**src/rtl/memory_array.sv**
```systemverilog
// Single-port word array that zero-fills itself after reset, then serves
// registered reads. Define MEMORY_ARRAY_WRITE_FIRST_EN for write-first read/write collisions.
module memory_array #(
    parameter int WIDTH  = 8,
    parameter int ADDR_W = 4
) (
    input  logic              CLK,
    input  logic              RST_,
    input  logic              CS,
    input  logic              W,
    input  logic              R,
    input  logic [ADDR_W-1:0] ADDR,
    input  logic [WIDTH-1:0]  D,
    output logic [WIDTH-1:0]  OUT,
    output logic              RVALID,
    output logic              READY,
    output logic              dbg_state
);

    localparam int DEPTH = 2 ** ADDR_W;
    localparam logic ST_INIT = 1'b0;
    localparam logic ST_IDLE = 1'b1;
    localparam logic [ADDR_W-1:0] CNT_LAST = '1;
    localparam logic [ADDR_W-1:0] CNT_ONE  = 1;

    logic [WIDTH-1:0]  mem_q [DEPTH];
    logic              state_q, state_d;
    logic [ADDR_W-1:0] clr_cnt_q, clr_cnt_d;
    logic [WIDTH-1:0]  out_q, out_d;
    logic              rvalid_q, rvalid_d;
    logic              wr_en;
    logic [ADDR_W-1:0] wr_addr;
    logic [WIDTH-1:0]  wr_data;

    // Access protocol: with READY=1, a CS&R edge makes OUT valid (RVALID=1) for
    // exactly the following cycle; CS&W commits D at that same edge. No stalls.
    always_comb begin
        state_d   = state_q;
        clr_cnt_d = clr_cnt_q;
        out_d     = out_q;
        rvalid_d  = 1'b0;
        wr_en     = 1'b0;
        wr_addr   = ADDR;
        wr_data   = D;
        case (state_q)
            ST_INIT: begin
                wr_en     = 1'b1;
                wr_addr   = clr_cnt_q;
                wr_data   = '0;
                clr_cnt_d = clr_cnt_q + CNT_ONE;
                if (clr_cnt_q == CNT_LAST) state_d = ST_IDLE;
            end
            default: begin
                wr_en = CS & W;
                if (CS & R) begin
                    rvalid_d = 1'b1;
`ifdef MEMORY_ARRAY_WRITE_FIRST_EN
                    out_d = W ? D : mem_q[ADDR];
`else
                    out_d = mem_q[ADDR];
`endif
                end
            end
        endcase
    end

    always_ff @(posedge CLK) begin
        if (!RST_) begin
            state_q   <= ST_INIT;
            clr_cnt_q <= '0;
            out_q     <= '0;
            rvalid_q  <= 1'b0;
        end else begin
            state_q   <= state_d;
            clr_cnt_q <= clr_cnt_d;
            out_q     <= out_d;
            rvalid_q  <= rvalid_d;
        end
    end

    // Contents are left untouched while reset is held; clearing restarts on release.
    always_ff @(posedge CLK) begin
        if (RST_ && wr_en) mem_q[wr_addr] <= wr_data;
    end

    assign OUT       = out_q;
    assign RVALID    = rvalid_q;
    assign READY     = (state_q == ST_IDLE);
    assign dbg_state = state_q;

endmodule

```
**config.mk**
```make
export PLATFORM = sky130hd
export DESIGN_NAME = memory_array
export DESIGN_NICKNAME = d
export VERILOG_FILES = /design/src/rtl/memory_array.sv
export SDC_FILE = /design/constraint.sdc
export NUM_CORES = 1
export LEC_CHECK = 0
export ABC_AREA = 1
export BUFFER_PORTS_ARGS = -buffer_cell sky130_fd_sc_hd__buf_2
export CORE_MARGIN = 2
export CORE_UTILIZATION = 45
export DETAILED_ROUTE_END_ITERATION = 16
export HOLD_SLACK_MARGIN = 0.08
export PLACE_DENSITY = 0.73
export SETUP_SLACK_MARGIN = 0.5
export SYNTH_ARGS = -nofsm -noshare
export SYNTH_HDL_FRONTEND = slang
export SYNTH_SLANG_ARGS = --single-unit
```
**constraint.sdc**
```tcl
create_clock -name CLK -period 2.6 [get_ports CLK]
set_clock_uncertainty 0.05 [all_clocks]
set_input_delay 0.65 -clock CLK [delete_from_list [all_inputs] [get_ports CLK]]
set_output_delay 0.65 -clock CLK [all_outputs]
set_load 0.01 [all_outputs]
```
Word-level counts from Yosys, hierarchy flattened
Memories as Yosys holds them, arrays and structs flattened. A register that Yosys moved wholly into a read port is not among the register bits.
Cells that the tools add are included.
{ "word_totals": {"latchBits": 0, "mem_bits_ro": 0, "n_memories": 1, "ram_bits": 128, "in_bits": 17, "regBits": 6, "output_inout_bits": 11} }
{ "memory_table": {"columns": ["memory", "words", "word_bits", "read_ports", "rd_ports_with_merged_regs", "write_ports", "line", "text"], "rows": [
  ["mem_q", 16, 8, 1, 1, 1, "26", "logic [WIDTH-1:0] mem_q [DEPTH];"]
]} }
{ "classes": {"reduce_logical": 4, "n_eq_ne": 1, "shift": 0, "n_addsub": 1, "multipliers": 0, "magnitude_cmp": 0, "muxes": 8, "n_div": 0, "bitwise_logic": 2} }
{ "ops": {"columns": ["operator", "count"], "rows": [
  ["two-way mux 8 bit", 1],
  ["two-way mux 1 bit", 6],
  ["adder 4 x 1 -> 4 bit (second input constant)", 1],
  ["== test 4 bit (second input constant)", 1],
  ["two-way mux 4 bit", 1],
  ["AND reduction 2 bit", 2],
  ["AND 1 bit", 2],
  ["logical AND 1 bit", 1],
  ["zero test 1 bit", 1]
]} }

Logic depth before layout (Yosys ltp)
Gate-level depths: netlist of the first run.
{ "logic_depth": {"depth_word": 5, "depth_mapped": 11, "mapped_depth_nobuf": 9} }

Least setup slack after synthesis of the first run
Ideal clock, no wire load.
{ "synth_timing": {"path_kind": "input to register", "startpoint": "in ADDR[2]", "endpoint": "mem mem_q[4][0], enable pin", "stages": 7, "arrival_ns": 1.682, "setup_slack_ns": 0.498, "setup_time_ns": 0.370, "required_ns": 2.180, "n_path_buf": 1, "path_cell_list": "buf_4 inv_2 a21oi_1 inv_1 nor2_1 nand2_1 nor2_1"} }
{ "synth_via": {"elab_chain_len": 1} }
{ "synth_rtl": {"columns": ["item", "line", "text"], "rows": [
  ["start: declaration", "12", "input logic [ADDR_W-1:0] ADDR,"],
  ["two-way mux 4 bit", "45", "case (state_q)"],
  ["end: declaration", "26", null]
]} }
Every way passes these cells.

Worst setup path in the final report of the first run
{ "layout_timing": {"startpoint": "reg state_q, in the netlist READY", "endpoint": "out dbg_state"} }
{ "layout_lines": {"columns": ["item", "line", "text"], "rows": [
  ["start: declaration", "27", "logic state_q, state_d;"],
  ["start signal: assignment", "74", "state_q <= state_d;"],
  ["end: declaration", "17", "output logic dbg_state"]
]} }
No word-level cell between the ends.

==> results.md, run 1 <==
* Pwr Density at ~740 nW/um^2
* Syn avg cell area at 9.99 sq um
* Total gr overflow at 0
* Hold path depth at 2
* Antenna viol nets, final at 0
* Synth top area share at 0.617
* Number of global-route vias before repair at 4230
* DR WL/cell at 17.0 um
* Slew HR at 0.492
* Core area at between 10000 and 15000 sq um
* Worst Hold Class: flop to flop
* Dpl hpwl at around 9.3 mm
* Critical path arrival at 1260 ps
* Largest net degree at the start of global routing at 65
* Tmin final at 1960 ps
* Max_cap viols at 0
* Vias per cell at slightly above 5
* Routed vias at between 4000 and 5000
* DRT Pass-1 Iters at 5
* 1st-iter DRT viols at 403
* Fin crit share at 0.753
* Area delta synth->final at 15.1%
* Root buf cell: clkbuf_16
* Area leader, netlist: edfxtp_1
* Mapped Area at about 6200 sq um
* Final setup vio count at 0
* Total CTS buffers at 17
* Final hold vios at 0
* Worst-Skew Late Latency at between 400 and 500 ps
* Worst-path fanout max at 11
* Post-place setup slack at between 400 and 500 ps
* Final Core Density at 0.535
* Reg-to-Reg Start: READY$_SDFF_PN0_
* IO Pins at 28
* Die W at roughly 120 um
* Final worst slack at 642 ps
* RR Endpoint: mem_q[12][2]$_DFFE_PP_
* Fin. max-slew vios at 0
* FMAX at 511 MHz
* Ranking of synthesized cells by area: edfxtp_1, nand2_1, nand3_1
* Layout cells sized above 1 at 0.127
* TNS Setup at 0 ps
* CTS Buffer Depth at 2
* Filler Cells Inserted at 1179
* Status: finished, final reports clean
* H-tree levels at 4
* Reg2reg path depth at 7
* CTS tree: yes
* Clk pin slew, worst setup/hold paths at 50 ps
* Post-synthesis sequential area ratio at 0.662
* Die Span Y at 122 um
* Worst setup path end: dbg_state
* Crit path required time at 1900 ps
* Drt total wl at 14.5 mm
* CP Class: flop to primary output
* Layout Nets at roughly 700
* Input/output buffers at 27
* Worst-margin pin slew at 762 ps
* Worst-case vdd ir drop at about 0.00082 V
* Global-route usage over all layers at 0.209
* Flip-flop and latch count after synthesis at 142
* Crit start category: flop
* Unique masters post-synth at 20
* Leakage at ~3.2 nW
* # DRC at 0
* Clk sink count at 142
* First-pass GRT wire length at 22.5 mm
* Critical Path Start: READY$_SDFF_PN0_
* Die Footprint at roughly 15000 sq um
* Diode count at 0
* RD Place Congestion at 0.888
* R2r setup slk at 730 ps
* Post-Syn Instances at around 620
* Crit path capture type: primary output
* Syn nets at 641
* Starting density of the core at 0.465
* Ys Warns at 0
* Row Count at 42
* Initial antenna violation count at 0
* RSZ-0062 raised after global routing: no
## power by group
part           leakage (nW)  total (mW)  internal (mW)  switching [mW]
clock                 0.309        2.56           1.67           0.882
sequential             1.37        2.49           2.48         0.00950
combinational          1.50       0.248         0.0745           0.173
total                  3.18        5.30           4.23            1.06
## flip-flops by register name, indices dropped and copies added, names as in the netlist
register / cells
mem_q: 128
clr_cnt_q: 4
RVALID: 1
OUT: 8
READY: 1
## layout make-up
cell class	count	area, sq um	share of cell area
sequential	142	4130	0.576
multi-input combinational	357	1520	0.212
clock buffer	21	470	0.0657
inverter	94	353	0.0493
timing repair buffer	51	315	0.0440
tap	176	220	0.0307
clock inverter	11	164	0.0229
## layer usage
layer	vias to the layer above	track usage	routed length, um
li1	2089	-	-
met1	2083	0.259	5810
met5	-	0	0
met3	27	0.0548	918
met4	0	0.0797	335
met2	181	0.354	7410
## kinds of logic after synthesis
family | Yosys count | share of synthesized area
AOI/OAI and AO/OA | 19 | 0.0191
buffers and inverters | 124 | 0.0943
DFF | 142 | 0.662
adders and majority gates | 1 | 0.00201
and+or+nand+nor | 337 | 0.222
## worst max-delay path, stage by stage (launching register included)
cell,delay [ps]
dfxtp_2,440
buf_4,240
buf_2,160
## Yosys cell counts
master    number
buf_1          1
nor4_1         1
a21oi_1        6
buf_2          6
o21ai_0        4
clkbuf_1       3
inv_1         92
buf_4          8
o21a_1         8
inv_2          2
nand2_1      219
nand3_1       92
ha_1           1
edfxtp_1     128
nor2_1        24
dfxtp_1       14
clkbuf_2       1
buf_6         11
a21oi_2        1
nor3_1         1
## cells in the final DEF (no fill, tap or decap), drive strengths merged
| cell type | n |
|---|---|
| clkinv | 5 |
| nor2 | 24 |
| a21oi | 7 |
| dfxtp | 14 |
| edfxtp | 128 |
| ha | 1 |
| o21ai | 4 |
| clkinvlp | 2 |
| bufinv | 4 |
| nor3 | 1 |
| nand3 | 92 |
| nand2 | 219 |
| o21a | 8 |
| nor4 | 1 |
| inv | 94 |
| clkbuf | 21 |
| buf | 51 |
## stage by stage
stage / power (mW) / std cells / instance area (sq um) / hold WS [ps]
after floorplan: 2.72 / 623 / 6230 / 406
after global routing: 5.45 / 852 / 7160 / 466
after detailed placement: 2.78 / 820 / 6530 / 448
after global placement: 2.78 / 820 / 6530 / 430
after CTS: 5.32 / 852 / 7160 / 445
final: 5.30 / 852 / 7160 / 457
## timing repair
item | CTS | global route
setup endpoints to repair | 2 | 0
hold buffers | 0 | 0
hold endpoints to repair | 0 | 0
setup buffers | 0 | 0
resized for setup | 1 | 0
## worst min-delay path by stage
| stage | start | end |
|---|---|---|
| 2_1_floorplan | clr_cnt_q[3]$_SDFFE_PN0N_ | READY$_SDFF_PN0_ |
| 3_3_place_gp | clr_cnt_q[3]$_SDFFE_PN0N_ | READY$_SDFF_PN0_ |
| 3_5_place_dp | clr_cnt_q[3]$_SDFFE_PN0N_ | READY$_SDFF_PN0_ |
| 4_1_cts | R | RVALID$_SDFF_PN0_ |
| 5_1_grt | R | RVALID$_SDFF_PN0_ |
| 6_report | clr_cnt_q[3]$_SDFFE_PN0N_ | READY$_SDFF_PN0_ |
No activity file was read; power rests on OpenSTA's default activity.
==> inputs of run 2 (changes only) <==
Settings changed: ABC_AREA 1 to 0, PLACE_DENSITY 0.73 to 0.74.
Clock period 2.6 ns to 1.9 ns, I/O delays scaled along.
==> run 2 against run 1 <==
Against the previous run: flip-flop and latch count stayed put; via count is 30% lower; critical path depth is 2 higher; die area is 10% lower; cell area is 3.3% higher; cell count is 33% lower; global-route usage is 1.7 points lower; worst setup slack worse by 450 ps; register-to-register slack worse by 540 ps; critical path type is now flop to flop; largest cell class unchanged.
==> results.md, run 2 <==
* Vias per cell at 5.38 (was 5.14)
* Number of global-route vias before repair at 3182 (was 4230)
* Layout cells sized above 1 at 0.455 (was 0.127)
* Area leader, netlist: edfxtp_1 (unchanged)
* CTS tree: yes (unchanged)
* Slew HR at 0.732 (was 0.492)
* CTS Buffer Depth at 2 (unchanged)
* RSZ-0062 raised after global routing: yes (was no)
* Placed cell count at 520 (was 820)
* Most common cell in the netlist: edfxtp_1 (was nand2_1)
* Antenna viol nets, final at 0 (unchanged)
* Area delta synth->final at 32.6% (was 15.1%)
* Ranking of synthesized cells by area: edfxtp_1, mux4_2, mux2i_1 (was edfxtp_1, nand2_1, nand3_1)
* Mapped Area at 5580 sq um (was 6230 sq um)
* Critical path arrival at 1750 ps (was 1260 ps)
* Clk pin slew, worst setup/hold paths at 60 ps (was 50 ps)
* Commonest non-fill, non-tap cell in the layout: edfxtp_1 (was nand2_1)
* Reg-to-Reg Start: READY$_SDFF_PN0_ (unchanged)
* Worst Hold Class: primary input to flop (was flop to flop)
* Pwr Density at 956 nW/um^2 (was 739 nW/um^2)
* Hold path depth at 2 (unchanged)
* 1st-iter DRT viols at 267 (was 403)
* Tmin final at around 1700 ps
* Row Count at 40 (was 42)
* Diode count at 0 (unchanged)
* DR WL/cell at 20.9 um (was 17.0 um)
* Clk sink count at 142 (unchanged)
* Crit path required time at 1940 ps (was 1900 ps)
* Starting density of the core at 0.463 (was 0.465)
* Reg with most FFs: mem_q (unchanged)
* Post-Route M1 WL at 4.89 mm (was 5.81 mm)
* Final hold vios at 0 (unchanged)
* Crit path capture type: flop (was primary output)
* Final setup vio count at 0 (unchanged)
* Synth top area share at 0.688 (was 0.617)
* Top cells by instance count after synthesis: edfxtp_1, mux2i_1, nor2_1 (was nand2_1, edfxtp_1, inv_1, nand3_1, nor2_1)
* First-pass GRT wire length at 18.2 mm (was 22.5 mm)
* RR Endpoint: mem_q[4][3]$_DFFE_PP_ (was mem_q[12][2]$_DFFE_PP_)
* Global-route usage over all layers at 0.192 (was 0.209)
* Worst-path fanout max at 8 (was 11)
* Fin. max-slew vios at 0 (unchanged)
* Die Span Y at 115 um (was 122 um)
* Syn nets at 328 (was 641)
* Total CTS buffers at 17 (unchanged)
* Worst-Skew Late Latency at 410 ps (was 420 ps)
* Layout Nets at 405 (was 681)
* Die Footprint at 13300 sq um (was 14800 sq um)
* Final worst slack at 194 ps (was 642 ps)
* Top sig layer: met4 (unchanged)
* H-tree levels at 4 (unchanged)
* Met2 Routed Length at 6.26 mm (was 7.41 mm)
* Final Core Density at 0.614 (was 0.535)
* Dpl hpwl at 7.77 mm (was 9.35 mm)
* FMAX at 586 MHz
* Root buf cell: clkbuf_16 (unchanged)
* R2r setup slk at 190 ps (was 730 ps)
* Input/output buffers at 27 (unchanged)
* Post-layout instance area at 7400 sq um (was 7160 sq um)
* Crit start category: flop (unchanged)
* Routed vias at 3055 (was 4380)
* Primary FF master, synth: edfxtp_1 (unchanged)
* IO Pins at 28 (unchanged)
* # DRC at 0 (unchanged)
* DRT Pass-1 Iters at 4 (was 5)
* Most frequent cells in the layout: edfxtp_1, mux2i_1, buf_4 (was nand2_1, edfxtp_1, inv_1, nand3_1, buf_2)
* Worst-case vdd ir drop at 0.000567 V (was 0.000823 V)
* Ys async rst share at 0 (unchanged)
* Post-synthesis sequential area ratio at 0.739 (was 0.662)
* CP Class: flop to flop (was flop to primary output)
* Status: finished, final reports clean (unchanged)
* Ys Warns at 0 (unchanged)
* Leakage at 2.63 nW (was 3.18 nW)
* Syn avg cell area at 18.0 sq um (was 9.99 sq um)
* Met3 routed WL at 533 um (was 918 um)
* Max_cap viols at 0 (unchanged)
* Worst-margin pin slew at 402 ps (was 762 ps)
* Core area at 12100 sq um (was 13400 sq um)
* Post-synth EDFFs at 128 (unchanged)
* Unique masters post-synth at 32 (was 20)
* Fin cells at 568 (was 852)
* Total gr overflow at 0 (unchanged)
* RD Place Congestion at 0.791 (was 0.888)
* Post-Syn Instances at 310 (was 623)
* Die W at 115 um (was 122 um)
* Max FFs per register at 128 (unchanged)
* Fin crit share at 0.898
* Worst Hold Path EP: RVALID$_SDFF_PN0_ (was READY$_SDFF_PN0_)
* Flip-flop and latch count after synthesis at 142 (unchanged)
* Drt total wl at 11.9 mm (was 14.5 mm)
* Launch point of the worst hold path: RST_ (was clr_cnt_q[3]$_SDFFE_PN0N_)
* Largest net degree at the start of global routing at 23 (was 65)
* Initial antenna violation count at 0 (unchanged)
* Post-place setup slack at -86.2 ps (was 404 ps)
* Reg2reg path depth at 4 (was 7)
* Post-DP Area at 6460 sq um (was 6530 sq um)
## run 2: worst max-delay path by stage
stage / slack, ps / start / to / cells past startpoint
after floorplan: 40 / ADDR[3] / mem_q[0][0]$_DFFE_PP_ / 4
after global placement: -40 / ADDR[3] / mem_q[4][7]$_DFFE_PP_ / 5
after detailed placement: -90 / ADDR[3] / mem_q[4][1]$_DFFE_PP_ / 5
after CTS: 210 / READY$_SDFF_PN0_ / mem_q[6][3]$_DFFE_PP_ / 4
after global routing: 120 / READY$_SDFF_PN0_ / mem_q[5][7]$_DFFE_PP_ / 4
final: 190 / READY$_SDFF_PN0_ / mem_q[4][3]$_DFFE_PP_ / 4
## run 2: metrics by stage
step / TNS, ps / hold WS [ps] / power, mW
floorplan: 0 / 449 / 3.74
global placement: -992 / 409 / 3.84
detailed placement: -2410 / 423 / 3.85
CTS: 0 / 386 / 7.11
global route: 0 / 354 / 7.28
finish: 0 / 365 / 7.08
## run 2: final cells by class
| cell class | count | area, sq um |
|---|---|---|
| sequential | 142 | 4140 |
| clock buffer | 20 | 437 |
| fill | 823 | 4660 |
| multi-input combinational | 149 | 1680 |
| timing repair buffer | 74 | 774 |
| clock inverter | 12 | 148 |
| inverter | 3 | 15.0 |
| tap | 168 | 210 |
## run 2: kinds of logic (layout without fill, tap and decap cells)
logic type | after synthesis | in the layout | synth area share
fa+ha+maj | 1 | 1 | 0.00224
xor+xnor | 3 | 3 | 0.00471
buf+inv | 19 | 109 | 0.0182
simple gates | 53 | 53 | 0.0462
flops | 142 | 142 | 0.739
compound gates | 37 | 37 | 0.0462
mux | 55 | 55 | 0.144
## run 2: repair_timing
| item | in CTS | in global routing |
|---|---|---|
| pin swaps | 16 | 4 |
| setup endpoints to repair | 274 | 174 |
| buffers inserted | 14 | 2 |
| gates resized for setup | 55 | 8 |
| hold buffers | 0 | 0 |
## run 2: worst max-delay path: stages, from the launching register on
cell,delay (ps)
dfxtp_4,410
and4b_1,240
nor2_1,50
or3_4,400
nor2_4,230
## run 2: where the power goes
group / leakage (nW) / total [mW] / internal [mW] / switching (mW)
clock network: 0.273 / 3.26 / 2.05 / 1.21
registers: 1.37 / 3.42 / 3.40 / 0.0188
logic: 0.984 / 0.404 / 0.198 / 0.206
## run 2: layer usage
layer | vias to the layer above | GRT usage
met2 | 89 | 0.327
li1 | 1397 | -
met5 | - | 0
met4 | 0 | 0.0594
met3 | 20 | 0.0522
met1 | 1549 | 0.241
